<file path="src/rtl/cdb_arbiter_pkg.sv">
// rtl/cdb_arbiter_pkg.sv - shared widths, requester indices and helpers for the CDB arbiter
package cdb_arbiter_pkg;

    localparam int DEF_DATA_W = 32;
    localparam int DEF_TAG_W  = 6;
    localparam int DEF_ROB_W  = 6;

    // Width of the per-port source index on the broadcast bus
    localparam int SRC_W = 2;

    // The picker produces at most two winners per cycle
    localparam int MAX_PICK = 2;

    // Requester slots on the completion side
    localparam logic [SRC_W-1:0] FU0 = 2'd0;
    localparam logic [SRC_W-1:0] FU1 = 2'd1;
    localparam logic [SRC_W-1:0] FU2 = 2'd2;
    localparam logic [SRC_W-1:0] MEM = 2'd3;

    // Round-robin successor of an index in a ring of n slots
    function automatic int wrap_inc(input int idx, input int n);
        return (idx + 1) % n;
    endfunction

endpackage

</file>
<file path="src/rtl/cdb_arbiter_rr_pick2.sv">
// rtl/cdb_arbiter_rr_pick2.sv - combinational two-winner round-robin picker
module rr_pick2 #(
    parameter int N     = 4,
    parameter int PTR_W = 2
) (
    input  logic [N-1:0]     i_valid,
    input  logic [PTR_W-1:0] i_ptr,
    output logic [N-1:0]     o_gnt0,
    output logic [N-1:0]     o_gnt1,
    output logic             o_found0,
    output logic             o_found1
);

    logic [PTR_W-1:0] w_idx;

    // Walk the ring from the pointer; first valid slot wins lane 0, second wins lane 1
    always_comb begin
        o_gnt0   = '0;
        o_gnt1   = '0;
        o_found0 = 1'b0;
        o_found1 = 1'b0;
        w_idx    = '0;
        for (int off = 0; off < N; off++) begin
            w_idx = PTR_W'((int'(i_ptr) + off) % N);
            if (i_valid[w_idx]) begin
                if (!o_found0) begin
                    o_gnt0[w_idx] = 1'b1;
                    o_found0      = 1'b1;
                end else if (!o_found1) begin
                    o_gnt1[w_idx] = 1'b1;
                    o_found1      = 1'b1;
                end
            end
        end
    end

endmodule

</file>
<file path="src/rtl/cdb_arbiter.sv">
// rtl/cdb_arbiter.sv - arbitrates completion results from held requesters onto registered CDB ports
module cdb_arbiter
    import cdb_arbiter_pkg::*;
#(
    parameter int NUM_REQ   = 4,
    parameter int NUM_PORTS = 2,
    parameter int DATA_W    = DEF_DATA_W,
    parameter int TAG_W     = DEF_TAG_W,
    parameter int ROB_W     = DEF_ROB_W
) (
    input  logic                        clk,
    input  logic                        reset,
    input  logic                        flush,
    input  logic [NUM_REQ-1:0]          req_valid,
    output logic [NUM_REQ-1:0]          req_ready,
    input  logic [NUM_REQ*TAG_W-1:0]    req_tag,
    input  logic [NUM_REQ*ROB_W-1:0]    req_rob,
    input  logic [NUM_REQ*DATA_W-1:0]   req_data,
    output logic [NUM_PORTS-1:0]        cdb_valid,
    output logic [NUM_PORTS*TAG_W-1:0]  cdb_tag,
    output logic [NUM_PORTS*ROB_W-1:0]  cdb_rob,
    output logic [NUM_PORTS*DATA_W-1:0] cdb_data,
    output logic [NUM_PORTS*SRC_W-1:0]  cdb_src
);

    localparam int PTR_W = (NUM_REQ > 1) ? $clog2(NUM_REQ) : 1;
    // Ports beyond the picker's two lanes never carry a result
    localparam int LIVE  = (NUM_PORTS < MAX_PICK) ? NUM_PORTS : MAX_PICK;

    // One-entry hold per requester
    logic [NUM_REQ-1:0] r_hold_valid;
    logic [TAG_W-1:0]   r_hold_tag  [NUM_REQ];
    logic [ROB_W-1:0]   r_hold_rob  [NUM_REQ];
    logic [DATA_W-1:0]  r_hold_data [NUM_REQ];

    logic [PTR_W-1:0]   r_rr_ptr;

    // Registered broadcast ports
    logic [NUM_PORTS-1:0] r_cdb_valid;
    logic [TAG_W-1:0]     r_cdb_tag  [NUM_PORTS];
    logic [ROB_W-1:0]     r_cdb_rob  [NUM_PORTS];
    logic [DATA_W-1:0]    r_cdb_data [NUM_PORTS];
    logic [SRC_W-1:0]     r_cdb_src  [NUM_PORTS];

    logic [NUM_REQ-1:0] w_cand;
    logic [NUM_REQ-1:0] w_gnt0;
    logic [NUM_REQ-1:0] w_gnt1;
    logic               w_found0;
    logic               w_found1;
    logic [NUM_REQ-1:0] w_grant;
    logic [NUM_REQ-1:0] w_load;

    logic [NUM_REQ-1:0] w_pick       [MAX_PICK];
    logic               w_pick_found [MAX_PICK];
    logic [PTR_W-1:0]   w_pick_idx   [MAX_PICK];
    logic [SRC_W-1:0]   w_pick_src   [MAX_PICK];
    logic [TAG_W-1:0]   w_pick_tag   [MAX_PICK];
    logic [ROB_W-1:0]   w_pick_rob   [MAX_PICK];
    logic [DATA_W-1:0]  w_pick_data  [MAX_PICK];

    logic [PTR_W-1:0]   w_last_idx;
    logic [PTR_W-1:0]   w_next_ptr;

    // Only held entries compete; a flush cycle makes no grants at all
    assign w_cand = flush ? '0 : r_hold_valid;

    rr_pick2 #(
        .N     (NUM_REQ),
        .PTR_W (PTR_W)
    ) u_pick (
        .i_valid  (w_cand),
        .i_ptr    (r_rr_ptr),
        .o_gnt0   (w_gnt0),
        .o_gnt1   (w_gnt1),
        .o_found0 (w_found0),
        .o_found1 (w_found1)
    );

    // Map picker lanes onto ports; lane 1 is dropped when only one port exists
    always_comb begin
        w_pick[0]       = w_gnt0;
        w_pick_found[0] = w_found0;
        w_pick[1]       = (LIVE > 1) ? w_gnt1 : '0;
        w_pick_found[1] = (LIVE > 1) && w_found1;
    end

    assign w_grant   = w_pick[0] | w_pick[1];
    // A hold being drained this cycle can accept its successor at the same edge
    assign req_ready = {NUM_REQ{~flush}} & (~r_hold_valid | w_grant);
    assign w_load    = req_valid & req_ready;

    // Select the winning hold register contents for each lane
    always_comb begin
        for (int p = 0; p < MAX_PICK; p++) begin
            w_pick_idx[p]  = '0;
            w_pick_src[p]  = '0;
            w_pick_tag[p]  = '0;
            w_pick_rob[p]  = '0;
            w_pick_data[p] = '0;
            for (int i = 0; i < NUM_REQ; i++) begin
                if (w_pick[p][i]) begin
                    w_pick_idx[p]  = PTR_W'(i);
                    w_pick_src[p]  = SRC_W'(i);
                    w_pick_tag[p]  = r_hold_tag[i];
                    w_pick_rob[p]  = r_hold_rob[i];
                    w_pick_data[p] = r_hold_data[i];
                end
            end
        end
    end

    // Pointer advances past the last slot served this cycle
    assign w_last_idx = w_pick_found[1] ? w_pick_idx[1] : w_pick_idx[0];
    assign w_next_ptr = PTR_W'(wrap_inc(int'(w_last_idx), NUM_REQ));

    // Hold registers: load on handshake, clear when granted, wipe on flush
    always_ff @(posedge clk or posedge reset) begin
        if (reset) begin
            r_hold_valid <= '0;
            for (int i = 0; i < NUM_REQ; i++) begin
                r_hold_tag[i]  <= '0;
                r_hold_rob[i]  <= '0;
                r_hold_data[i] <= '0;
            end
        end else if (flush) begin
            r_hold_valid <= '0;
        end else begin
            for (int i = 0; i < NUM_REQ; i++) begin
                if (w_load[i]) begin
                    r_hold_valid[i] <= 1'b1;
                    r_hold_tag[i]   <= req_tag[i*TAG_W +: TAG_W];
                    r_hold_rob[i]   <= req_rob[i*ROB_W +: ROB_W];
                    r_hold_data[i]  <= req_data[i*DATA_W +: DATA_W];
                end else if (w_grant[i]) begin
                    r_hold_valid[i] <= 1'b0;
                end
            end
        end
    end

    // Round-robin pointer moves only when something was granted
    always_ff @(posedge clk or posedge reset) begin
        if (reset) begin
            r_rr_ptr <= '0;
        end else if (w_pick_found[0]) begin
            r_rr_ptr <= w_next_ptr;
        end
    end

    // Broadcast registers: valid pulses for one cycle, payload held while idle
    always_ff @(posedge clk or posedge reset) begin
        if (reset) begin
            r_cdb_valid <= '0;
            for (int p = 0; p < NUM_PORTS; p++) begin
                r_cdb_tag[p]  <= '0;
                r_cdb_rob[p]  <= '0;
                r_cdb_data[p] <= '0;
                r_cdb_src[p]  <= '0;
            end
        end else begin
            for (int p = 0; p < NUM_PORTS; p++) begin
                if (p < LIVE) begin
                    r_cdb_valid[p] <= w_pick_found[p];
                    if (w_pick_found[p]) begin
                        r_cdb_tag[p]  <= w_pick_tag[p];
                        r_cdb_rob[p]  <= w_pick_rob[p];
                        r_cdb_data[p] <= w_pick_data[p];
                        r_cdb_src[p]  <= w_pick_src[p];
                    end
                end else begin
                    r_cdb_valid[p] <= 1'b0;
                end
            end
        end
    end

    assign cdb_valid = r_cdb_valid;

    for (genvar p = 0; p < NUM_PORTS; p++) begin : g_port
        assign cdb_tag[p*TAG_W +: TAG_W]    = r_cdb_tag[p];
        assign cdb_rob[p*ROB_W +: ROB_W]    = r_cdb_rob[p];
        assign cdb_data[p*DATA_W +: DATA_W] = r_cdb_data[p];
        assign cdb_src[p*SRC_W +: SRC_W]    = r_cdb_src[p];
    end

endmodule
</file>
<file path="config.mk">
export PLATFORM = sky130hd
export DESIGN_NAME = cdb_arbiter
export DESIGN_NICKNAME = d
export VERILOG_FILES = /design/src/rtl/cdb_arbiter_pkg.sv /design/src/rtl/cdb_arbiter_rr_pick2.sv /design/src/rtl/cdb_arbiter.sv
export SDC_FILE = /design/constraint.sdc
export NUM_CORES = 1
export LEC_CHECK = 0
export ABC_AREA = 1
export BUFFER_PORTS_ARGS = -buffer_cell sky130_fd_sc_hd__buf_2
export CORE_ASPECT_RATIO = 0.9
export CORE_MARGIN = 1
export CORE_UTILIZATION = 45
export DETAILED_ROUTE_END_ITERATION = 10
export HOLD_SLACK_MARGIN = 0.1
export PLACE_DENSITY = 0.67
export SLEW_MARGIN = 20
export SYNTH_ARGS = -nofsm -noshare
export SYNTH_HDL_FRONTEND = slang
export SYNTH_SLANG_ARGS = --single-unit
export TNS_END_PERCENT = 20
</file>
<file path="constraint.sdc">
create_clock -name clk -period 12.32 [get_ports clk]
set_input_delay 2.464 -clock clk [delete_from_list [all_inputs] [get_ports clk]]
set_output_delay 2.464 -clock clk [all_outputs]
set_load 0.005 [all_outputs]
</file>
==> reports/results.tsv <==
metric	value	unit
Post-Layout Cell Count	2503	
DP Cell Count	2448	
H-tree depth	1	
CTS root buf	clkbuf_16	
largest net degree at the start of global routing	101	
core area	31100	sq um
pwr dens	339	nW/um^2
CP Max Fanout	100	
highest-count cells in the layout ignoring fill and taps	nand2_1, buf_2, dfrtp_1, nand4_1	
DP Area	15800	sq um
fin area	16700	sq um
CTS tree	yes	
first-pass GRT wire length	73000	um
area of the die	32600	sq um
simple-gate share of the synthesized area	35.7	%
ANT cells	0	
Total Wirelength	47000	um
fin worst setup slack	4170	ps
worst vdd ir	231	uV
dpl ws	4200	ps
number of vias per cell	5.50	
largest family of logic cells by synthesized area	simple AND/OR/NAND/NOR gates	
Critical Path RT	9860	ps
post-CTS sizing	0	
Compound-Gate Fraction of Synth Area	7.44	%
cell leakage power	8.84	nW
Worst Tran Pin Value	1100	ps
Final ANT Viol Nets	0	
critical setup path kind	primary input to output pin	
FILL cells	3022	
PortBufs	280	
result of the run	completed	
Max Freq	0.123	GHz
clock-pin slew on the worst setup and hold paths	60	ps
total global-route track usage	28.7	%
worst r2r src	r_rr_ptr[1]$_DFFE_PP0P_	
number of global-route vias before repair	12800	
Min-Delay Path Class	register to register	
final setup fails	0	
RSZ-0062 raised after global routing	no	
io pins	281	
critical path endpoint category	output pin	
Post-CTS Setup Repair Bufs	0	
Final Cycle Share	66.1	%
total gr overflow	0	
Worst Setup Start Kind	primary input	
cts-stage hold buffer count	0	
chip height	171	um
crit path DAT	5680	ps
nets	2260	
crit path time final	8150	ps
total number of vias	13800	
drt pass-1 iters	5	
Post-Syn Area	14300	sq um
initial antenna violation count	0	
Setup TNS	0	ps
Max-Cap Viols	0	
Netlist cell types	33	
hold path depth	2	
CTS Sinks	276	
XOR/XNOR Fraction of Synth Area	0	%
Mean Syn Cell Area	7.64	sq um
Hold EP	cdb_data[52]$_DFFE_PP0N_	
initial core utilization	46.1	%
Slew Viols, Final	0	
Iter 0 DRT Violations	1233	
CTS Buffer Depth	3	
Worst Setup SP	flush	
Syn. warnings	0	
routability cong.	0.879	
post-synthesis mux area share	0	%
drt wl/cell	18.8	um
Max Clock Skew	22.4	ps
r2r setup slk	7700	ps
Syn Nets	2065	
Syn Inst Count	1877	
DP HPWL	29600	um
worst-skew pair later-pin latency	580	ps
leading cell type in the layout, fill and taps excluded	nand2_1	
DRC violations left	0	
worst reg2reg path depth	14	
share of cells above drive strength 1	19.0	%
Num CTS Buffers	30	
Die W	190	um
Seq/Total Area, Yosys	48.2	%
Worst R2R End	r_hold_rob[2]$_DFFE_PP0P_	
area grow syn2layout	16.8	%
final hold violations	0	
Hold Startpoint	cdb_data[52]$_DFFE_PP0N_	
Post-Synth Adder-Cell Area	0.436	%
FF+latch count, synth	276	
Slew HR	26.8	%
Cell Rows	61	
-- worst max path at each step --
| stage | slack, ps | to |
|---|---|---|
| 3_5_place_dp | 4200 | req_ready[3] |
| 5_1_grt | 3850 | req_ready[3] |
| 2_1_floorplan | 2250 | cdb_data[0]$_DFFE_PP0P_ |
| 6_report | 4170 | req_ready[3] |
| 3_3_place_gp | 4230 | req_ready[3] |
| 4_1_cts | 4190 | req_ready[3] |
-- cell type report --
type | instances | area, sq um | share of cell area, %
tap | 409 | 512 | 3.06
timing repair buffer | 295 | 1530 | 9.16
inverter | 140 | 538 | 3.21
clock buffer | 44 | 853 | 5.10
sequential | 276 | 6910 | 41.3
clock inverter | 10 | 63.8 | 0.381
multi-input combinational | 1329 | 6330 | 37.8
-- per-stage QoR --
| step | power, mW | hold slack [ps] | utilization [%] |
|---|---|---|---|
| 4_1_cts | 5.63 | 474 | 53.7 |
| 3_5_place_dp | 4.76 | 459 | 50.7 |
| 2_1_floorplan | 3.79 | 442 | - |
| 3_3_place_gp | 4.70 | 454 | 50.7 |
| 6_report | 5.67 | 473 | 53.8 |
| 5_1_grt | 6.13 | 490 | 53.8 |
-- Yosys cell counts --
cell type  count  area (sq um)
nor2_8         2          40.0
nand2_4        5          56.3
buf_6         10           113
nand3_4        2          35.0
or2_0         11          68.8
buf_1          7          26.3
nand3b_1       1          7.51
inv_1        135           507
a21oi_1       75           375
nand3_2        7          70.1
clkbuf_1      70           263
ha_1           5          62.6
a21boi_0      19           143
nand4_1      176          1100
o21ai_1       41           205
a21oi_2        2          17.5
dfrtp_1      276          6910
or2_2         14          87.6
o21ai_0       60           300
nor2_1        17          63.8
inv_2          4          15.0
nand4_2        1          12.5
nor2_4         1          11.3
buf_2         36           180
inv_6          1          8.76
nor2_2         3          18.8
nand3_1      135           676
o21a_1         1          7.51
buf_4          9          67.6
nand2_2        8          50.1
a31oi_1        3          18.8
nand2_1      721          2710
or2_1         19           119
-- worst max-delay path: stages --
cell	delay, ps
buf_2	180
inv_6	560
nand3_1	250
nand3_1	180
nand2_2	110
nor2_4	160
nand2_1	80
nand3_2	80
buf_4	530
inv_2	600
a31oi_1	320
buf_2	140
-- logic make-up after synthesis --
| family | count (synthesis) |
|---|---|
| buf+inv | 272 |
| flops | 276 |
| compound gates | 201 |
| fa+ha+maj | 5 |
| simple gates | 1123 |
-- where the power goes --
| group | switching (mW) | internal, mW |
|---|---|---|
| logic | 2.19 | 0.946 |
| registers | 0.318 | 1.37 |
| clock network | 0.379 | 0.477 |
-- metal layers --
metal	vias to the layer above	GRT usage [%]	share of wire, %	routed length [um]
met1	6477	41.4	44	20600
met4	0	8.56	2.8	1290
met3	92	3.73	8.1	3810
met2	668	45.1	45	21200
li1	6520	-	-	-
met5	-	0	0	0
-- registers in the layout, indices dropped and copies added (netlist names) --
name,flops
r_hold_data,128
cdb_data,64
cdb_rob,12
cdb_src,4
cdb_tag,12
r_hold_valid,4
r_hold_rob,24
cdb_valid,2
r_rr_ptr,2
r_hold_tag,24
(Power assumes the default switching activity.)
